--- config.mk ---
export PLATFORM = sky130hd
export DESIGN_NAME = imem_loader
export DESIGN_NICKNAME = d
export VERILOG_FILES = /design/src/rtl/imem_loader_pkg.sv /design/src/rtl/imem_loader_csum.sv /design/src/rtl/imem_loader.sv
export SDC_FILE = /design/constraint.sdc
export NUM_CORES = 1
export LEC_CHECK = 0
export ABC_AREA = 1
export CORE_UTILIZATION = 50
export DETAILED_ROUTE_END_ITERATION = 10
export PLACE_DENSITY = 0.92
export SETUP_SLACK_MARGIN = 0.1
export SYNTH_ARGS = -nofsm -noshare
export SYNTH_HDL_FRONTEND = slang
export SYNTH_SLANG_ARGS = --single-unit
export TNS_END_PERCENT = 50
--- constraint.sdc ---
create_clock -name clk_i -period 6.4 [get_ports clk_i]
set_clock_uncertainty 0.2 [all_clocks]
set_input_delay 1.6 -clock clk_i [delete_from_list [all_inputs] [get_ports clk_i]]
set_output_delay 1.6 -clock clk_i [all_outputs]
set_load 0.005 [all_outputs]
--- src/rtl/imem_loader_pkg.sv ---
// rtl/imem_loader_pkg.sv - shared types and constants for the instruction-memory loader
// Contents: loader state enum, error-code constants, default geometry.
package imem_loader_pkg;

    localparam int DEPTH_DEF  = 256;
    localparam int ADDR_W_DEF = 8;
    localparam int DATA_W_DEF = 32;

    localparam logic [1:0] ERR_NONE     = 2'b00;
    localparam logic [1:0] ERR_OVERFLOW = 2'b01;
    localparam logic [1:0] ERR_CSUM     = 2'b10;

    // CHECK is only ever entered when the checksum option is built in.
    typedef enum logic [2:0] {
        IDLE,
        CLEAR,
        LOAD,
        CHECK,
        FINISH,
        RUN,
        ERR
    } state_t;

endpackage

--- src/rtl/imem_loader_csum.sv ---
// rtl/imem_loader_csum.sv - modular running sum of image words with compare
// Ports:
//   clk_i, rst_i   clock, asynchronous active-high reset
//   clear_i        zero the sum (start of a new load)
//   add_i          accumulate data_i this cycle
//   data_i         stream word; also the value compared against the sum
//   match_o        data_i equals the current sum
module imem_loader_csum
    import imem_loader_pkg::*;
#(
    parameter int DATA_W = DATA_W_DEF
) (
    input  logic              clk_i,
    input  logic              rst_i,
    input  logic              clear_i,
    input  logic              add_i,
    input  logic [DATA_W-1:0] data_i,
    output logic              match_o
);

    logic [DATA_W-1:0] sum;

    always_ff @(posedge clk_i or posedge rst_i) begin
        if (rst_i) begin
            sum <= '0;
        end else if (clear_i) begin
            sum <= '0;
        end else if (add_i) begin
            sum <= sum + data_i;
        end
    end

    assign match_o = (data_i == sum);

endmodule

--- src/rtl/imem_loader.sv ---
// rtl/imem_loader.sv - boot-time instruction-memory clear/load and CPU start sequencer
// Option macro: IMEM_LOADER_CHECKSUM_EN (adds trailing checksum word and CHECK state)
// Ports:
//   clk_i, rst_i                 clock, asynchronous active-high reset
//   go_i                         pulse: begin clear+load (honoured in IDLE, RUN, ERR)
//   data_i, valid_i, last_i      image word stream; ready_o is the handshake return
//   we_o, waddr_o, wdata_o       registered instruction-memory write port
//   cpu_rst_o, start_o           CPU reset and start controls
//   done_o                       image resident and CPU running
//   error_o                      00 none, 01 overflow, 10 checksum mismatch
//   word_count_o                 image words written
module imem_loader
    import imem_loader_pkg::*;
#(
    parameter int DEPTH  = DEPTH_DEF,
    parameter int ADDR_W = ADDR_W_DEF,
    parameter int DATA_W = DATA_W_DEF
) (
    input  logic              clk_i,
    input  logic              rst_i,
    input  logic              go_i,
    input  logic [DATA_W-1:0] data_i,
    input  logic              valid_i,
    input  logic              last_i,
    output logic              ready_o,
    output logic              we_o,
    output logic [ADDR_W-1:0] waddr_o,
    output logic [DATA_W-1:0] wdata_o,
    output logic              cpu_rst_o,
    output logic              start_o,
    output logic              done_o,
    output logic [1:0]        error_o,
    output logic [ADDR_W:0]   word_count_o
);

    localparam logic [ADDR_W-1:0] LAST_ADDR = ADDR_W'(DEPTH - 1);
    localparam logic [ADDR_W-1:0] ADDR_ONE  = {{(ADDR_W-1){1'b0}}, 1'b1};
    localparam logic [ADDR_W:0]   CNT_ONE   = {{ADDR_W{1'b0}}, 1'b1};

    state_t            state;
    logic [ADDR_W-1:0] addr;

`ifdef IMEM_LOADER_CHECKSUM_EN
    logic csum_match;
    logic csum_clear;

    assign csum_clear = go_i && ((state == IDLE) || (state == RUN) || (state == ERR));

    imem_loader_csum #(
        .DATA_W (DATA_W)
    ) u_csum (
        .clk_i   (clk_i),
        .rst_i   (rst_i),
        .clear_i (csum_clear),
        .add_i   ((state == LOAD) && valid_i),
        .data_i  (data_i),
        .match_o (csum_match)
    );
`endif

    always_ff @(posedge clk_i or posedge rst_i) begin
        if (rst_i) begin
            state        <= IDLE;
            addr         <= '0;
            ready_o      <= 1'b0;
            we_o         <= 1'b0;
            waddr_o      <= '0;
            wdata_o      <= '0;
            cpu_rst_o    <= 1'b1;
            start_o      <= 1'b0;
            done_o       <= 1'b0;
            error_o      <= ERR_NONE;
            word_count_o <= '0;
        end else begin
            we_o <= 1'b0;
            case (state)
                // Restart is allowed from rest states only; the CPU goes back
                // into reset on the same edge that leaves RUN.
                IDLE, RUN, ERR: begin
                    if (go_i) begin
                        state        <= CLEAR;
                        addr         <= '0;
                        word_count_o <= '0;
                        error_o      <= ERR_NONE;
                        cpu_rst_o    <= 1'b1;
                        start_o      <= 1'b0;
                        done_o       <= 1'b0;
                        ready_o      <= 1'b0;
                    end
                end
                CLEAR: begin
                    we_o    <= 1'b1;
                    waddr_o <= addr;
                    wdata_o <= '0;
                    addr    <= addr + ADDR_ONE;   // wraps to 0 for LOAD
                    if (addr == LAST_ADDR) begin
                        state   <= LOAD;
                        ready_o <= 1'b1;
                    end
                end
                LOAD: begin
                    if (valid_i) begin
                        we_o         <= 1'b1;
                        waddr_o      <= addr;
                        wdata_o      <= data_i;
                        addr         <= addr + ADDR_ONE;
                        word_count_o <= word_count_o + CNT_ONE;
                        // last_i wins at the top address: a full-depth image is legal.
                        if (last_i) begin
`ifdef IMEM_LOADER_CHECKSUM_EN
                            state   <= CHECK;
`else
                            state   <= FINISH;
                            ready_o <= 1'b0;
`endif
                        end else if (addr == LAST_ADDR) begin
                            state   <= ERR;
                            error_o <= ERR_OVERFLOW;
                            ready_o <= 1'b0;
                        end
                    end
                end
`ifdef IMEM_LOADER_CHECKSUM_EN
                // The checksum word is consumed but never written to memory.
                CHECK: begin
                    if (valid_i) begin
                        ready_o <= 1'b0;
                        if (csum_match) begin
                            state <= FINISH;
                        end else begin
                            state   <= ERR;
                            error_o <= ERR_CSUM;
                        end
                    end
                end
`endif
                // The final image write is on the port during this cycle, so
                // the CPU leaves reset only once it has landed.
                FINISH: begin
                    state     <= RUN;
                    cpu_rst_o <= 1'b0;
                    start_o   <= 1'b1;
                    done_o    <= 1'b1;
                end
                default: begin
                    state <= IDLE;
                end
            endcase
        end
    end

endmodule

==> flow_summary.yaml, run 1 <==
floorplanning:
  core-area_sq_mm: 0.00554
  die_w_microns: 78.3
  pin_count: 93
  rows: 27
  dieArea_sq_mm: 0.00612
  die_h_microns: 78.3
  start_util_pct: 52.5
layout:
  drive_above_1_share_pct: 6.65
  fill_cells: 394
  n_antenna_cell: 0
  syn_to_final_growth_pct: 38.4
  stdcell_area_sq_mm: 0.00403
  nNetsFinal: 440
setup_path:
  end_kind: "flip-flop"
  rr_worst_depth: 6
  start_kind: "primary input"
  critPathMaxFanout: 34
  crit_type: "in -> reg"
  regToRegSetupSlack_ns: 4.03
  rr_startpoint: "state[0]$_DFFE_PP0P_"
  critPathArrivalTime_ns: 3.46
  worstReg2RegEnd: "wdata_o[3]$_DFFE_PP0P_"
  cp.required_ns: 6.43
worst_hold_path:
  whs_path_depth: 2
  hp-start: "cpu_rst_o$_DFFE_PP1P_"
  hold_path.class: "reg -> reg"
  holdPathEnd: "cpu_rst_o$_DFFE_PP1P_"
detailed_routing:
  vias_per_cell: 5.33
  wl_microns: 7390
  drt_iter0_drc: 202
  ant_nets: 0
  wl_per_cell_microns: 15.5
  dr.pass1.iters: 4
  via_count: 2550
  drc: 0
clock_network:
  clkTransAtPathRegs_ns: 0.07
  root_buffer: "clkbuf_8"
  clock-sinks: 65
  htreeDepth: 3
  cts_setup_buffers: 0
  holdBufCountCts: 0
  numCtsBuffers: 9
  clk-insertion-delay-late_ns: 0.35
  cts_tree: "yes"
  cts_resized: 0
  ctsLongestPathBuffers: 2
power:
  p_leak_nw: 1.93
  power.density_mw_per_mm2: 420
  ir_worst_vdd_mv: 0.267
  finalPower_mw: 1.69
global_route:
  grt_overflow: 0
  grt_max_degree: 66
  grt.total_usage_pct: 25.8
  grt_pass1_wl_microns: 11900
  grt_antenna_before_repair: 0
  grt_pass1_vias: 2434
placed_design:
  dp_hpwl_microns: 4950
  globalplace.congestion: 0.797
  post_dp_cell_area_sq_mm: 0.00382
  io_buffer_count: 91
timing:
  tns_ns: 0
  setup_viol: 0
  slew_headroom_pct: 34.3
  finalCriticalPeriod_ns: 3.44
  finalHoldViolCount: 0
  rsz0062_at_grt: "false"
  drv_slew: 0
  tightest_slew_ns: 0.980
  period_share_pct: 53.7
  fmaxAchievable_ghz: 0.291
synth:
  syn_inst: 310
  yosysWarnings: 0
  ys_ff_latch: 65
  syn_area_per_cell_sq_um: 9.38
  syn_nets: 349
  synth.distinct_cells: 28
  netlist_area_sq_mm: 0.00291
  yosysSeqAreaShare_pct: 56.0
run:
  maxCapViolations: 0
run_status:
  status: "completed"
report_power, final:
group	internal [mW]	leakage [nW]	switching [mW]
combinational	0.346	0.952	0.343
clock	0.191	0.0985	0.167
sequential	0.542	0.878	0.0994
total	1.08	1.93	0.610
layout make-up:
class | instances | area [sq um] | share of cell area (%)
Sequential cell | 65 | 1630 | 40.4
Clock inverter | 6 | 67.6 | 1.68
Multi-Input combinational cell | 199 | 1060 | 26.2
Timing Repair Buffer | 92 | 918 | 22.8
Tap cell | 72 | 90.1 | 2.24
Inverter | 34 | 128 | 3.17
Clock buffer | 10 | 138 | 3.42
flip-flops by register name, summed over array words and instances (netlist names):
| signal | cells |
|---|---|
| wdata_o | 32 |
| word_count_o | 9 |
| addr | 8 |
| waddr_o | 8 |
| state | 3 |
| cpu_rst_o | 1 |
| done_o | 1 |
| error_o | 1 |
| ready_o | 1 |
| we_o | 1 |
layer usage:
layer | vias up | GRT usage [%] | wire [microns]
met5 | - | 0 | 0
met4 | 0 | 14.4 | 197
met3 | 14 | 4.07 | 355
met2 | 93 | 42.8 | 3810
met1 | 1243 | 32.2 | 3030
li1 | 1200 | - | -
cells by family after synthesis:
kind of cell | synth area share (%)
buffers and inverters | 7.70
DFF | 56.0
AOI/OAI and AO/OA | 13.5
xor gates and xnor gates | 0.904
other | 0.129
adders and majority gates | 0.860
and+or+nand+nor | 20.9
critical path: stages:
cell	delay (ns)
clkdlybuf4s50_1	0.46
nand2_4	0.10
clkinv_1	0.75
a22o_1	0.53
placed cells by master (no fill, tap or decap), types with 3 or more instances in the layout:
cell type         n
inv_1            30
a22o_1           32
o21ai_0           9
nand2_1          88
dfrtp_1          64
clkbuf_8         10
nor2_1           18
a21oi_1           5
o21ai_1           7
nand4_1           5
nor3b_1           3
clkdlybuf4s50_1  91
nand3_1          15
inv_2             3
xor2_1            3
metrics by stage:
step	std cells	hold slack (ns)	util, %	worst slack [ns]
6_report	478	0.263	72.7	2.96
5_1_grt	478	0.290	72.7	2.85
4_1_cts	478	0.267	72.7	3.01
3_5_place_dp	462	0.257	68.9	2.62
3_3_place_gp	462	0.256	68.9	2.65
2_1_floorplan	310	0.255	-	2.98
worst max path at each step:
| stage | from | to |
|---|---|---|
| floorplan | rst_i | addr[0]$_DFFE_PP0P_ |
| CTS | valid_i | wdata_o[6]$_DFFE_PP0P_ |
| finish | valid_i | wdata_o[3]$_DFFE_PP0P_ |
| detailed placement | valid_i | wdata_o[25]$_DFFE_PP0P_ |
| global placement | valid_i | wdata_o[13]$_DFFE_PP0P_ |
| global route | valid_i | wdata_o[1]$_DFFE_PP0P_ |
cell usage after synthesis:
master,count,area share (%)
conb_1,1,0.13
xor2_1,3,0.90
o21ai_0,9,1.5
nand2_1,88,11
a22o_1,32,9.6
nor3b_1,3,0.77
buf_2,5,0.86
nand4_1,5,1.1
o21ai_1,7,1.2
clkinv_1,1,0.13
nand3_2,1,0.34
nor2_4,1,0.39
a21oi_1,5,0.86
o21bai_1,1,0.26
dfrtp_1,64,55
nor2_1,18,2.3
nand2_4,2,0.77
nand3b_1,2,0.52
dfstp_2,1,0.90
nand3_1,15,2.6
ha_1,2,0.86
buf_4,2,0.52
nand2_2,1,0.22
buf_6,5,1.9
nor3_1,2,0.34
inv_2,2,0.26
nor2_2,1,0.22
inv_1,31,4.0
No activity file was read; power rests on OpenSTA's default activity.
==> run 2, diff against run 1 <==
--- a/config.mk
+++ b/config.mk
@@ -6,9 +6,9 @@
 export NUM_CORES = 1
 export LEC_CHECK = 0
 export ABC_AREA = 1
-export CORE_UTILIZATION = 50
+export CORE_UTILIZATION = 46
 export DETAILED_ROUTE_END_ITERATION = 10
-export PLACE_DENSITY = 0.92
+export PLACE_DENSITY = 0.86
 export SETUP_SLACK_MARGIN = 0.1
 export SYNTH_ARGS = -nofsm -noshare
 export SYNTH_HDL_FRONTEND = slang
==> constraint.sdc (replaced) <==
create_clock -name clk_i -period 3.48 [get_ports clk_i]
set_clock_uncertainty 0.2 [all_clocks]
set_input_delay 0.87 -clock clk_i [delete_from_list [all_inputs] [get_ports clk_i]]
set_output_delay 0.87 -clock clk_i [all_outputs]
set_load 0.005 [all_outputs]
==> flow_summary.yaml, run 2 (synthesis gave the netlist of run 1 again) <==
detailed_routing:
  dr.pass1.iters: 4
  ant_nets: 0
  drt_iter0_drc: 152
  wl_per_cell_microns: 14.3
  via_count: 2451
  drc: 0
  wl_met2_microns: 3280
  wl_met1_microns: 3090
  vias_per_cell: 5.09
  top_layer: "met4"
  route.met3.wl_microns: 371
  wl_microns: 6870
floorplanning:
  start_util_pct: 48.3
  core-area_sq_mm: 0.00603
  die_h_microns: 81.5
  dieArea_sq_mm: 0.00664
  die_w_microns: 81.5
  pin_count: 93
  rows: 28
placed_design:
  pre_cts_ws_ns: 0.862
  dp_hpwl_microns: 4670
  globalplace.congestion: 0.844
  io_buffer_count: 91
  post_dp_cell_area_sq_mm: 0.00384
  dp.cells: 466
power:
  ir_worst_vdd_mv: 0.502
  combPwrFrac_pct: 41.0
  intPower_mw: 1.99
  power.density_mw_per_mm2: 756
  p_leak_nw: 1.94
  p_sw_mw: 1.07
  finalPower_mw: 3.06
  p_sw_share_pct: 35.1
  clkPwrFrac_pct: 21.1
  p_seq_share_pct: 37.9
global_route:
  grt.total_usage_pct: 22.0
  grt_antenna_before_repair: 0
  grt_max_degree: 66
  grt_pass1_wl_microns: 11000
  grt_pass1_vias: 2400
  grt_overflow: 0
clock_network:
  clock-sinks: 65
  clk-insertion-delay-late_ns: 0.33
  numCtsBuffers: 9
  cts_resized: 0
  cts_setup_buffers: 0
  holdBufCountCts: 0
  root_buffer: "clkbuf_8"
  htreeDepth: 3
  cts_tree: "yes"
  ctsLongestPathBuffers: 2
  clkTransAtPathRegs_ns: 0.07
setup_path:
  worst-path-stages: 1
  end_kind: "primary output"
  critPathLaunch: "cpu_rst_o$_DFFE_PP1P_"
  critPathMaxFanout: 2
  crit_type: "reg -> out"
  worstReg2RegEnd: "wdata_o[31]$_DFFE_PP0P_"
  crit_chain: "clkdlybuf4s50_1"
  critPathArrivalTime_ns: 1.35
  endpoint: "cpu_rst_o"
  start_kind: "flip-flop"
  crit_family: "flip-flops"
  regToRegSetupSlack_ns: 1.56
  rr_startpoint: "state[1]$_DFFE_PP0P_"
  cpPeakStageDelay_ns: 0.53
  cp_num_buf_inv: 1
  cp.required_ns: 2.41
  rr_worst_depth: 7
  crit_path_top_delay_cell: "dfstp_2"
timing:
  setup_viol: 0
  fmaxAchievable_ghz: 0.413
  finalCriticalPeriod_ns: 2.42
  rsz0062_at_grt: "false"
  holdWs_ns: 0.276
  drv_slew: 0
  tightest_slew_ns: 0.781
  slew_headroom_pct: 47.8
  fin_ws_ns: 1.06
  period_share_pct: 69.5
  tns_ns: 0
  finalHoldViolCount: 0
layout:
  drive_above_1_share_pct: 6.88
  syn_to_final_growth_pct: 39.2
  multiInputGateArea_sq_mm: 0.00106
  seqCellArea_sq_mm: 0.00163
  final_core_util_pct: 67.2
  layoutNonFillerInstCount: 482
  nNetsFinal: 441
  reg.largest.list: "wdata_o (32), word_count_o (9)"
  mostFrequentLayoutCell: "clkdlybuf4s50_1"
  largest_register_ffs: 32
  top_register: "wdata_o"
  layout_common_cells: "clkdlybuf4s50_1 (91), nand2_1 (88), dfrtp_1 (64), a22o_1 (32), inv_1 (30)"
  fill_cells: 448
  n_antenna_cell: 0
  stdcell_area_sq_mm: 0.00405
run:
  maxCapViolations: 0
run_status:
  status: "completed"
worst_hold_path:
  hp-start: "cpu_rst_o$_DFFE_PP1P_"
  hold_path.class: "reg -> reg"
## run 2: cell types whose count changed in the layout (fill, tap and decap cells not counted)
| cell | delta |
|---|---|
| buf_12 | +1 |
## run 2: power by group through the flow
| stage | sequential, mW | clock, mW | combinational [mW] |
|---|---|---|---|
| 3_5_place_dp | 1.17 | 0 | 1.26 |
| 2_1_floorplan | 1.17 | 0 | 0.707 |
| 5_1_grt | 1.19 | 0.693 | 1.38 |
| 3_3_place_gp | 1.17 | 0 | 1.22 |
| 4_1_cts | 1.16 | 0.658 | 1.27 |
| 6_report | 1.16 | 0.646 | 1.26 |
## run 2: worst min-delay path by stage
stage	to	slack [ns]	depth (start not counted)
floorplan	cpu_rst_o$_DFFE_PP1P_	0.26	2
global placement	cpu_rst_o$_DFFE_PP1P_	0.26	2
detailed placement	cpu_rst_o$_DFFE_PP1P_	0.27	2
CTS	cpu_rst_o$_DFFE_PP1P_	0.28	2
global route	cpu_rst_o$_DFFE_PP1P_	0.30	2
finish	cpu_rst_o$_DFFE_PP1P_	0.28	2
## run 2: layout make-up
class | count | area share, %
clock buffer | 10 | 3.40
clock inverter | 6 | 1.67
inverter | 34 | 3.15
multi-input combinational | 199 | 26.1
sequential | 65 | 40.2
tap | 75 | 2.32
timing repair buffer | 93 | 23.2
## run 2: layer usage
metal | vias up | track usage, %
met2 | 70 | 34.9
met3 | 12 | 4.11
met4 | 0 | 10.7
met1 | 1167 | 28.9
met5 | - | 0
li1 | 1202 | -
==> run 3, diff against run 2 <==
==> constraint.sdc (replaced) <==
create_clock -name clk_i -period 2.3 [get_ports clk_i]
set_clock_uncertainty 0.2 [all_clocks]
set_input_delay 0.575 -clock clk_i [delete_from_list [all_inputs] [get_ports clk_i]]
set_output_delay 0.575 -clock clk_i [all_outputs]
set_load 0.005 [all_outputs]
==> flow_summary.yaml, run 3 (synthesis gave the netlist of run 1 again) <==
run_status:
  status: "completed"
clock_network:
  holdBufCountCts: 0
  clk-insertion-delay-late_ns: 0.34
  cts_setup_buffers: 0
  cts_resized: 0
  clock-sinks: 65
  numCtsBuffers: 9
  ctsLongestPathBuffers: 2
  clkTransAtPathRegs_ns: 0.07
  cts_tree: "yes"
  root_buffer: "clkbuf_8"
  htreeDepth: 3
setup_path:
  cp_num_buf_inv: 1
  rr_startpoint: "state[0]$_DFFE_PP0P_"
  crit_path_top_delay_cell: "dfstp_2"
  critPathArrivalTime_ns: 1.36
  crit_family: "flip-flops"
  critPathMaxFanout: 2
  worstReg2RegEnd: "word_count_o[7]$_DFFE_PP0P_"
  start_kind: "flip-flop"
  crit_chain: "clkdlybuf4s50_1"
  crit_type: "reg -> out"
  cp.required_ns: 1.52
  cpPeakStageDelay_ns: 0.53
  critPathLaunch: "cpu_rst_o$_DFFE_PP1P_"
  rr_worst_depth: 7
  regToRegSetupSlack_ns: 0.39
  end_kind: "primary output"
placed_design:
  dp_hpwl_microns: 4810
  pre_cts_ws_ns: 0.0121
  dp.cells: 468
  globalplace.congestion: 0.822
  post_dp_cell_area_sq_mm: 0.00389
  io_buffer_count: 91
floorplanning:
  die_h_microns: 81.5
  die_w_microns: 81.5
  rows: 28
  core-area_sq_mm: 0.00603
  dieArea_sq_mm: 0.00664
  start_util_pct: 48.3
  pin_count: 93
layout:
  fill_cells: 457
  drive_above_1_share_pct: 7.33
  layout_common_cells: "clkdlybuf4s50_1 (91), nand2_1 (88), dfrtp_1 (64), a22o_1 (32), inv_1 (30)"
  layoutNonFillerInstCount: 484
  stdcell_area_sq_mm: 0.00410
  syn_to_final_growth_pct: 41.1
  largest_register_ffs: 32
  top_register: "wdata_o"
  final_core_util_pct: 68.1
  n_antenna_cell: 0
  mostFrequentLayoutCell: "clkdlybuf4s50_1"
  reg.largest.list: "wdata_o (32), word_count_o (9)"
  nNetsFinal: 443
global_route:
  grt_overflow: 0
  grt_pass1_vias: 2271
  grt_max_degree: 48
  grt_antenna_before_repair: 0
  grt.total_usage_pct: 21.7
  grt_pass1_wl_microns: 10600
detailed_routing:
  via_count: 2467
  ant_nets: 0
  wl_per_cell_microns: 14.1
  drt_iter0_drc: 138
  drc: 0
  vias_per_cell: 5.10
  dr.pass1.iters: 4
  wl_microns: 6820
run:
  maxCapViolations: 0
power:
  ir_worst_vdd_mv: 1.01
  finalPower_mw: 4.70
  p_leak_nw: 1.96
  power.density_mw_per_mm2: 1150
timing:
  tns_ns: 0
  drv_slew: 0
  fmaxAchievable_ghz: 0.468
  rsz0062_at_grt: "false"
  setup_viol: 0
  fin_ws_ns: 0.165
  tightest_slew_ns: 0.771
  finalCriticalPeriod_ns: 2.14
  period_share_pct: 92.8
  holdWs_ns: 0.273
  finalHoldViolCount: 0
  slew_headroom_pct: 48.5
worst_hold_path:
  holdPathEnd: "cpu_rst_o$_DFFE_PP1P_"
  hold_path.class: "reg -> reg"
  whs_path_depth: 2
  hp-start: "cpu_rst_o$_DFFE_PP1P_"
-- run 3: changes by cell type in the layout (fill, tap and decap cells not counted), sizes merged --
cell    delta
inv        -1
clkbuf     +1
buf        +2
-- run 3: worst register-to-register path, cell delays in order, from the launching register on --
cell and delay [ns]:
dfrtp_1 0.41, inv_1 0.08, nand2_2 0.09, nand3_1 0.17, nand3_2 0.16, nand2_1 0.11
nor2_2 0.36, o21ai_0 0.18
-- run 3: cell type report --
cell class | instances | area (sq um) | share of cell area, %
clock inverter | 5 | 63.8 | 1.56
sequential | 65 | 1630 | 39.7
tap | 75 | 93.8 | 2.29
multi-input combinational | 199 | 1060 | 25.7
timing repair buffer | 95 | 978 | 23.8
inverter | 34 | 131 | 3.20
clock buffer | 11 | 151 | 3.69
-- run 3: power breakdown --
part,internal (mW),switching (mW)
combinational,0.993,0.929
sequential,1.51,0.256
clock,0.565,0.450
-- run 3: worst max-delay path by stage --
stage | endpoint | slack, ns | depth (start not counted)
3_3_place_gp | addr[4]$_DFFE_PP0P_ | 0.06 | 5
6_report | cpu_rst_o | 0.16 | 1
5_1_grt | cpu_rst_o | 0.12 | 1
4_1_cts | cpu_rst_o | 0.15 | 1
2_1_floorplan | wdata_o[0]$_DFFE_PP0P_ | 0.67 | 9
3_5_place_dp | wdata_o[21]$_DFFE_PP0P_ | 0.01 | 5
-- run 3: routing by layer --
metal	track usage [%]	share of wire, %	up-vias
li1	-	-	1200
met5	0	0	-
met1	27.9	44	1169
met3	3.56	5.6	14
met4	12.3	2.7	0
met2	34.7	47	84
